**src/rtl/shift_reg_ctrl_if.sv**
```systemverilog
// Handshake/serial bundle for shift_reg_ctrl. The parity_err signal exists only
// when SHIFT_REG_CTRL_PARITY_EN is defined.
interface shift_reg_ctrl_if #(
  parameter int WIDTH = 8
);
  logic [WIDTH-1:0] tx_data;
  logic             tx_valid;
  logic             tx_ready;
  logic             abort;
  logic             SI;
  logic             SO;
  logic             sh_en;
  logic [WIDTH-1:0] rx_data;
  logic             rx_valid;
  logic             busy;
`ifdef SHIFT_REG_CTRL_PARITY_EN
  logic             parity_err;

  modport master (
    output tx_data, tx_valid, abort, SI,
    input  tx_ready, SO, sh_en, rx_data, rx_valid, busy, parity_err
  );
  modport slave (
    input  tx_data, tx_valid, abort, SI,
    output tx_ready, SO, sh_en, rx_data, rx_valid, busy, parity_err
  );
`else
  modport master (
    output tx_data, tx_valid, abort, SI,
    input  tx_ready, SO, sh_en, rx_data, rx_valid, busy
  );
  modport slave (
    input  tx_data, tx_valid, abort, SI,
    output tx_ready, SO, sh_en, rx_data, rx_valid, busy
  );
`endif
endinterface

```
**src/rtl/shift_reg_ctrl.sv**
```systemverilog
// Full-duplex serializer/deserializer controller: one word out on SO, one in on SI,
// DIV clocks per bit. Optional even-parity bit enabled by SHIFT_REG_CTRL_PARITY_EN.
module shift_reg_ctrl #(
  parameter int WIDTH     = 8,
  parameter int DIV       = 4,
  parameter int LSB_FIRST = 0
) (
  input  logic           clk,
  input  logic           rst,
  shift_reg_ctrl_if.slave bus
);
  localparam int CW = $clog2(WIDTH + 1);
  localparam int DW = $clog2(DIV);

`ifdef SHIFT_REG_CTRL_PARITY_EN
  typedef enum logic [1:0] {IDLE, SHIFT, PARITY, DONE} state_t;
`else
  typedef enum logic [1:0] {IDLE, SHIFT, DONE} state_t;
`endif

  state_t           state_q, state_d;
  logic [WIDTH-1:0] shreg_q, shreg_d;
  logic [CW-1:0]    bit_cnt_q, bit_cnt_d;
  logic [DW-1:0]    div_cnt_q, div_cnt_d;
  logic             so_q, so_d;
  logic [WIDTH-1:0] rx_data_q, rx_data_d;
  logic             rx_valid_q, rx_valid_d;
  logic             sh_en;
  logic             last_div;
  logic [WIDTH-1:0] shift_in;
`ifdef SHIFT_REG_CTRL_PARITY_EN
  logic             par_q, par_d;
  logic             par_si_q, par_si_d;
  logic             perr_q, perr_d;
`endif

  assign last_div = (div_cnt_q == DW'(DIV - 1));
  // SI enters at the end vacated by the bit just presented on SO.
  assign shift_in = (LSB_FIRST != 0) ? {bus.SI, shreg_q[WIDTH-1:1]}
                                     : {shreg_q[WIDTH-2:0], bus.SI};

  always_comb begin
    state_d    = state_q;
    shreg_d    = shreg_q;
    bit_cnt_d  = bit_cnt_q;
    div_cnt_d  = div_cnt_q;
    rx_data_d  = rx_data_q;
    rx_valid_d = 1'b0;
    sh_en      = 1'b0;
    so_d       = 1'b0;
`ifdef SHIFT_REG_CTRL_PARITY_EN
    par_d      = par_q;
    par_si_d   = par_si_q;
    perr_d     = perr_q;
`endif
    unique case (state_q)
      IDLE: begin
        if (bus.tx_valid && !bus.abort) begin
          shreg_d   = bus.tx_data;
          bit_cnt_d = '0;
          div_cnt_d = '0;
          state_d   = SHIFT;
`ifdef SHIFT_REG_CTRL_PARITY_EN
          par_d     = ^bus.tx_data;
`endif
        end
      end
      SHIFT: begin
        if (bus.abort) begin
          state_d = IDLE;
        end else if (last_div) begin
          sh_en     = 1'b1;
          shreg_d   = shift_in;
          bit_cnt_d = bit_cnt_q + CW'(1);
          div_cnt_d = '0;
          if (bit_cnt_q == CW'(WIDTH - 1)) begin
`ifdef SHIFT_REG_CTRL_PARITY_EN
            state_d = PARITY;
`else
            state_d = DONE;
`endif
          end
        end else begin
          div_cnt_d = div_cnt_q + DW'(1);
        end
      end
`ifdef SHIFT_REG_CTRL_PARITY_EN
      PARITY: begin
        if (bus.abort) begin
          state_d = IDLE;
        end else if (last_div) begin
          sh_en     = 1'b1;
          par_si_d  = bus.SI;
          div_cnt_d = '0;
          state_d   = DONE;
        end else begin
          div_cnt_d = div_cnt_q + DW'(1);
        end
      end
`endif
      DONE: begin
        state_d = IDLE;
        if (!bus.abort) begin
          rx_data_d  = shreg_q;
          rx_valid_d = 1'b1;
`ifdef SHIFT_REG_CTRL_PARITY_EN
          perr_d     = (par_si_q != ^shreg_q);
`endif
        end
      end
      default: state_d = IDLE;
    endcase

    // SO is registered, so it is computed from the state being entered.
    if (state_d == SHIFT)
      so_d = (LSB_FIRST != 0) ? shreg_d[0] : shreg_d[WIDTH-1];
`ifdef SHIFT_REG_CTRL_PARITY_EN
    if (state_d == PARITY)
      so_d = par_d;
`endif
  end

  always_ff @(posedge clk or posedge rst) begin
    if (rst) begin
      state_q    <= IDLE;
      shreg_q    <= '0;
      bit_cnt_q  <= '0;
      div_cnt_q  <= '0;
      so_q       <= 1'b0;
      rx_data_q  <= '0;
      rx_valid_q <= 1'b0;
    end else begin
      state_q    <= state_d;
      shreg_q    <= shreg_d;
      bit_cnt_q  <= bit_cnt_d;
      div_cnt_q  <= div_cnt_d;
      so_q       <= so_d;
      rx_data_q  <= rx_data_d;
      rx_valid_q <= rx_valid_d;
    end
  end

`ifdef SHIFT_REG_CTRL_PARITY_EN
  always_ff @(posedge clk or posedge rst) begin
    if (rst) begin
      par_q    <= 1'b0;
      par_si_q <= 1'b0;
      perr_q   <= 1'b0;
    end else begin
      par_q    <= par_d;
      par_si_q <= par_si_d;
      perr_q   <= perr_d;
    end
  end

  assign bus.parity_err = perr_q;
`endif

  assign bus.tx_ready = (state_q == IDLE);
  assign bus.busy     = (state_q != IDLE);
  assign bus.SO       = so_q;
  assign bus.sh_en    = sh_en;
  assign bus.rx_data  = rx_data_q;
  assign bus.rx_valid = rx_valid_q;

  a_bit_cnt_max: assert property (@(posedge clk) disable iff (rst)
    bit_cnt_q <= CW'(WIDTH));
  a_sh_en_busy: assert property (@(posedge clk) disable iff (rst)
    sh_en |-> (state_q != IDLE));
  a_rx_valid_pulse: assert property (@(posedge clk) disable iff (rst)
    rx_valid_q |=> !rx_valid_q);
endmodule

```
**src/flat_wrapper.sv**
```systemverilog
// flat-port wrapper written by rule: the top's interface ports become plain ports
module shift_reg_ctrl_flat 
#(
  parameter int WIDTH     = 8,
  parameter int DIV       = 4,
  parameter int LSB_FIRST = 0
)
  (clk, rst, bus_tx_data, bus_tx_valid, bus_abort, bus_SI, bus_tx_ready, bus_SO, bus_sh_en, bus_rx_data, bus_rx_valid, bus_busy);
  shift_reg_ctrl_if #(.WIDTH(WIDTH)) bus_i ();
  input  logic clk;
  input  logic rst;
  input wire logic [$bits(bus_i.tx_data)-1:0] bus_tx_data;
  input wire logic [$bits(bus_i.tx_valid)-1:0] bus_tx_valid;
  input wire logic [$bits(bus_i.abort)-1:0] bus_abort;
  input wire logic [$bits(bus_i.SI)-1:0] bus_SI;
  output wire logic [$bits(bus_i.tx_ready)-1:0] bus_tx_ready;
  output wire logic [$bits(bus_i.SO)-1:0] bus_SO;
  output wire logic [$bits(bus_i.sh_en)-1:0] bus_sh_en;
  output wire logic [$bits(bus_i.rx_data)-1:0] bus_rx_data;
  output wire logic [$bits(bus_i.rx_valid)-1:0] bus_rx_valid;
  output wire logic [$bits(bus_i.busy)-1:0] bus_busy;
  assign bus_i.tx_data = bus_tx_data;
  assign bus_i.tx_valid = bus_tx_valid;
  assign bus_i.abort = bus_abort;
  assign bus_i.SI = bus_SI;
  assign bus_tx_ready = bus_i.tx_ready;
  assign bus_SO = bus_i.SO;
  assign bus_sh_en = bus_i.sh_en;
  assign bus_rx_data = bus_i.rx_data;
  assign bus_rx_valid = bus_i.rx_valid;
  assign bus_busy = bus_i.busy;
  shift_reg_ctrl #(.WIDTH(WIDTH), .DIV(DIV), .LSB_FIRST(LSB_FIRST)) u_core (.clk(clk), .rst(rst), .bus(bus_i));
endmodule
```
**config.mk**
```make
export PLATFORM = sky130hd
export DESIGN_NAME = shift_reg_ctrl_flat
export DESIGN_NICKNAME = d
export VERILOG_FILES = /design/src/rtl/shift_reg_ctrl_if.sv /design/src/rtl/shift_reg_ctrl.sv /design/src/flat_wrapper.sv
export SDC_FILE = /design/constraint.sdc
export NUM_CORES = 1
export LEC_CHECK = 0
export CAP_MARGIN = 20
export CORE_ASPECT_RATIO = 1.75
export CORE_MARGIN = 2
export CORE_UTILIZATION = 44
export CTS_CLUSTER_DIAMETER = 80
export DETAILED_ROUTE_END_ITERATION = 6
export GPL_TIMING_DRIVEN = 0
export PLACE_DENSITY = 0.74
export SETUP_SLACK_MARGIN = 0.05
export SYNTH_ARGS = -nofsm -noshare
export SYNTH_HDL_FRONTEND = slang
export SYNTH_SLANG_ARGS = --single-unit
```
**constraint.sdc**
```tcl
create_clock -name clk -period 1.68 [get_ports clk]
set_input_delay 0.336 -clock clk [delete_from_list [all_inputs] [get_ports clk]]
set_output_delay 0.336 -clock clk [all_outputs]
set_load 0.01 [all_outputs]
```
# Word-level counts from Yosys, hierarchy flattened

Cells that the tools add are included.

Equality and inequality tests: 8
Muxes and demuxes: 23
Add/subtract/negate cells: 2
Reductions and logical operators: 8
Bitwise gates (word level): 1

Operators with widths:

| cell                  | count |
|---|---|
| $mux W8               | 3 |
| $pmux W8 S2           | 1 |
| $mux W2               | 7 |
| $mux W4               | 3 |
| $pmux W2 S2           | 2 |
| $pmux W4 S2           | 1 |
| $mux W1               | 6 |
| $add A4 B1 Y4 const B | 1 |
| $eq A2 B1 Y1 const B  | 2 |
| $eq A2 B2 Y1 const B  | 2 |
| $eq A4 B3 Y1 const B  | 1 |
| $ne A2 B1 Y1 const B  | 2 |
| $reduce_and A4 Y1     | 1 |
| $reduce_bool A2 Y1    | 2 |
| $reduce_and A3 Y1     | 1 |
| $add A2 B1 Y2 const B | 1 |
| $logic_not A2 Y1      | 1 |
| $ne A2 B2 Y1 const B  | 1 |
| $reduce_and A2 Y1     | 1 |
| $logic_and A1 B1 Y1   | 1 |
| $logic_not A1 Y1      | 1 |
| $not A1 Y1            | 1 |

Logic and storage cells: 50
Output and inout bits: 13
Register bits after elaboration: 26

# Longest topological paths before layout

Depth in word-level cells: 7
Depth in mapped cells: 6
Mapped depth without buffers: 5

# Least setup slack after synthesis

No wires, ideal clock.

Path kind: register to register
Start: register u_core.div_cnt_q[0]
End: register u_core.so_q (netlist: u_core.bus.SO)
Period minus slack after synthesis: 1.559 ns
Data arrival time: 1.440 ns
Stages on the path, launching flop included: 6
Buffers on the path: 0
Library setup time: 0.119 ns
Path slack: 0.121 ns
Data required time: 1.561 ns
Cells stage by stage: dfrtp_1 -> ha_1 -> nand2b_4 -> mux2_4 -> a221o_1 -> and2_1

Elaborated cells on any way between the ends: 9
Those cells by class: eq/ne (2); mux (7)

RTL lines:

| item                   | line                  | text |
|---|---|---|
| from (decl)            | shift_reg_ctrl.sv:24  | `logic [DW-1:0] div_cnt_q, div_cnt_d;` |
| from (signal assigned) | shift_reg_ctrl.sv:136 | `div_cnt_q <= div_cnt_d;` |
| $eq A2 B2 Y1           | shift_reg_ctrl.sv:37  | `assign last_div = (div_cnt_q == DW'(DIV - 1));` |
| $mux W8                | shift_reg_ctrl.sv:71  | `end else if (last_div) begin` |
| $mux W8                | shift_reg_ctrl.sv:69  | `if (bus.abort) begin` |
| $pmux W8 S2            | shift_reg_ctrl.sv:56  | `unique case (state_q)` |
| via u_core.shreg_d[7]  | shift_reg_ctrl.sv:22  | `logic [WIDTH-1:0] shreg_q, shreg_d;` |
| $mux W1                | shift_reg_ctrl.sv:115 | `if (state_d == SHIFT)` |
| via u_core.so_d        | shift_reg_ctrl.sv:25  | `logic so_q, so_d;` |
| to (signal assigned)   | shift_reg_ctrl.sv:129 | `so_q <= 1'b0;` |
| to (signal assigned)   | shift_reg_ctrl.sv:137 | `so_q <= so_d;` |
| to (decl)              | shift_reg_ctrl.sv:25  |  |

The timed path passes the listed nets, and every way through them passes these cells. The select of a mux whose other input is x is not followed.
A chain may end at the register's enable or synchronous reset.

# Worst setup path after layout

Start: register u_core.div_cnt_q[1]
End: register u_core.so_q (netlist: u_core.bus.SO)

The elaborated chain is that of the path after synthesis.

==> results.md <==
- The per-instance average area after synthesis is 12.2 µm².
- The top cell type's share of synthesized area is 56.0%.
- The dominant delay contributor by cell family on the critical path is flip-flops.
- In this run the critical register-to-register path is launched from u_core.div_cnt_q[1].
- Clock-pin slew was measured on the worst setup and hold paths at 80 ps.
- The run finished with clean final reports.
- Yosys instantiated no cell more often than sky130_fd_sc_hd__dfrtp_1.
- In this run the core area contains 24 standard-cell rows.
- In this run the power density over the cells is 860 nW/µm².
- The final route contains 888 vias.
- The count of nets left with antenna violations after detail routing is 0.
- After detailed routing, the number of vias per cell comes to 5.48.
- Entering global routing, the biggest net connects 27 pins.
- For this run, the leading register cell type out of synthesis is sky130_fd_sc_hd__dfrtp_1.
- The post-placement setup slack is -678 ps.
- On the final layout, the worst clock skew is 6.43 ps.
- The multi-input combinational cells in the finished layout cover a total of 479 µm².
- The number of global-route vias before repair is 925.
- The total number of yosys warnings is 0.
- The kind of end point of the critical path is a flop.
- The area of the placeable core is 2490 µm².
- The wire length reported by the detailed router is 2.49 mm.
- On the critical path, the stage with the largest delay is an instance of sky130_fd_sc_hd__dfrtp_1.
- The pre-antenna-repair detailed-routing pass consisted of 5 iterations.
- Counting flops and latches in the post-synthesis netlist gives 26.
- Of the synthesized area, sequential elements account for 56.0%.
- The full die area is 3080 µm².
- The number of top-level pins is 26.
- The number of clock buffers added by TritonCTS is 3.
- Clock tree synthesis found a total of 26 sinks.
- For the worst-skew pair, the clock arrives at the later sink with an insertion delay of approximately 270 ps.
- The wire length of the first global-routing pass is a little over 4 mm.
- The synthesized design contains 0 enable-type register cells.
- Summed over all instances, the cell type with the most area after synthesis is sky130_fd_sc_hd__dfrtp_1.
- The detailed placement HPWL is 1.61 mm.
- The initial antenna violation count came to 0.
- Hold timing on the final database bottoms out at a slack of approximately 250 ps.
- The relative max-transition margin is 74.2%.
- The routed wire length per instance is 15.4 µm.
- In this run the clock root is driven by a sky130_fd_sc_hd__clkbuf_8.
- Sorting the synthesized cells by area gives the leading types as sky130_fd_sc_hd__dfrtp_1, sky130_fd_sc_hd__mux2_2, sky130_fd_sc_hd__a222oi_1, sky130_fd_sc_hd__inv_1, sky130_fd_sc_hd__nand2_1.
- Counting the fill cells in the layout gives 194.
- The number of violations reported at the end of detailed-routing iteration 0 is 45.
- The floorplan step set the die width to 42.8 µm.
- The die outline height is 72.0 µm.
- Derived from the worst setup path, the maximum achievable clock frequency is 0.614 GHz.
- The final count of hold timing violations is 0.
- At the pin with the least slew margin, the transition time is 386 ps.
- The net count after synthesis is 110.
- The total count of max-transition violations in the final report was 0.
- The global routing usage summed across all routing layers is 17.6%.
- At the end of routability-driven placement, the weighted congestion stood at 0.773.
- The data required time of the worst path is 1850 ps.
- Sorting the synthesized cells by how often they occur yields sky130_fd_sc_hd__dfrtp_1, sky130_fd_sc_hd__inv_1, sky130_fd_sc_hd__mux2_2, sky130_fd_sc_hd__a222oi_1, sky130_fd_sc_hd__nand2_1.
- The initial standard-cell utilization of the core is between 40 and 50%.
- The count of buffers added on input and output ports is 25.
- The ratio of cells with drive above 1 in the final layout is slightly above 30%.
- Together, buffers and inverters on the worst path number 1.
- The type of the worst setup path is flop to flop.
- Compared with the post-synthesis result, the final layout area differs by 43.4%.
- The sequential cells in the finished layout cover a total of 652 µm².
- The reported leakage power is ~0.80 nW.
- The unique cell type count in the Yosys netlist is 28.
- For this run, the post-layout net count is 152.
- The worst path arrival time is 1790 ps.
- The completed layout was analyzed and its total power is 0.00143 W.
- The antenna diode count is 0.
- VDD sags by at most 863 µV.
- The sum of negative setup slack is 0 ps.
- The slack of the critical path is 52.5 ps.
- The cell area that synthesis handed to floorplanning was between 1000 and 1500 µm².
- In this run the deepest clock path goes through 2 buffers.
- The number of setup violations in the final report is 0.
- After global routing the overflow that remains totals 0.
- TritonCTS built the clock tree.
- The delay of the slowest critical-path stage is 420 ps.
- Walking the worst path, the cells encountered are ha_4 -> buf_6 -> nand2b_4 -> mux2_4 -> a221o_1 -> and2_1.
- The critical path startpoint is u_core.div_cnt_q[1].
- In the routed design, unresolved DRC markers number 0.
- Cells fill 66.8% of the core in the end.
- The synthesized instance count is 95.
- Across the run, the number of max-cap violations was 0.
- The final cycle utilization of the critical path is 96.9%.
- The number of H-tree levels is 1.
- The worst setup path is launched from a flop.
- The maximum fanout encountered on the critical timing path is 3.
- The classification of the worst-slack hold path is input pin to asynchronous set/reset pin.
- The fraction of registers with async set/reset is 100%.
- Setup repair after global routing could not meet its margin everywhere.
- For the finished layout, the period the worst path requires is 1630 ps.
## through the flow
| step | instances | area [µm²] |
|---|---|---|
| floorplan | 95 | 1160 |
| global placement | 146 | 1440 |
| detailed placement | 146 | 1440 |
| CTS | 157 | 1580 |
| global route | 162 | 1670 |
| finish | 162 | 1670 |
## final timing paths
kind	cells past startpoint	slack [ps]	end
max in group asynchronous	3	1070	u_core.state_q[1]
worst max register to register	6	50	u_core.bus.SO
min in group clk	1	500	u_core.state_q[1]
worst min register to register	1	500	u_core.state_q[1]
worst min-delay path	2	250	u_core.shreg_q[1]
worst max-delay path	6	50	u_core.bus.SO
## cells by family after synthesis
group / share of synthesized area (%)
compound gates: 10.3
xor+xnor: 0.754
fa+ha+maj: 2.15
buf+inv: 5.50
flops: 56.0
mux: 10.9
simple gates: 14.3
## timing repair
action                                  4_1_cts  5_1_grt
gates resized for setup                      21        6
gates cloned                                  0        0
pin swaps                                     4        7
endpoints found under the setup margin       12       11
buffers inserted                              7        4
hold buffers                                  0        0
## per-layer routing
metal,vias to the layer above,track usage [%],wire length [µm]
met5,-,0,0
met4,0,6.25,53
met3,6,3.48,126
met2,33,33.0,1330
met1,428,18.9,974
li1,421,-,-
## layout make-up
type	instances	area share, %
Sequential cell	26	39.1
Buffer	4	2.33
Multi-Input combinational cell	55	28.8
Tap cell	26	1.95
Clock inverter	1	1.80
Clock buffer	3	2.48
Inverter	10	2.25
Timing Repair Buffer	37	21.3
## where the power goes
group          internal (W)  switching [W]  total [W]
clock              0.000319       0.000193   0.000512
combinational      0.000125      0.0000847   0.000209
sequential         0.000672      0.0000387   0.000711
## registers in the layout, summed over array words and instances, names as in the netlist
signal / flops
u_core.bus.rx_data: 8
u_core.div_cnt_q: 2
u_core.state_q: 2
u_core.bus.rx_valid: 1
u_core.bus.SO: 1
u_core.shreg_q: 8
u_core.bit_cnt_q: 4
## cell usage in the layout, fill, tap and decap left out, drive strengths merged
cell type	n
a221o	1
a222oi	7
and2	2
and3	1
buf	19
bufinv	1
clkbuf	3
clkdlybuf4s50	21
dfrtp	26
dlygate4sd2	1
ha	2
inv	10
mux2	10
mux2i	1
nand2	7
nand2b	4
nand3	1
nor2	3
nor2b	2
nor3b	1
nor4	2
nor4b	1
o21ai	5
o31ai	2
or2	1
or4	1
xor2	1
Power figures use the tool's default switching activity.
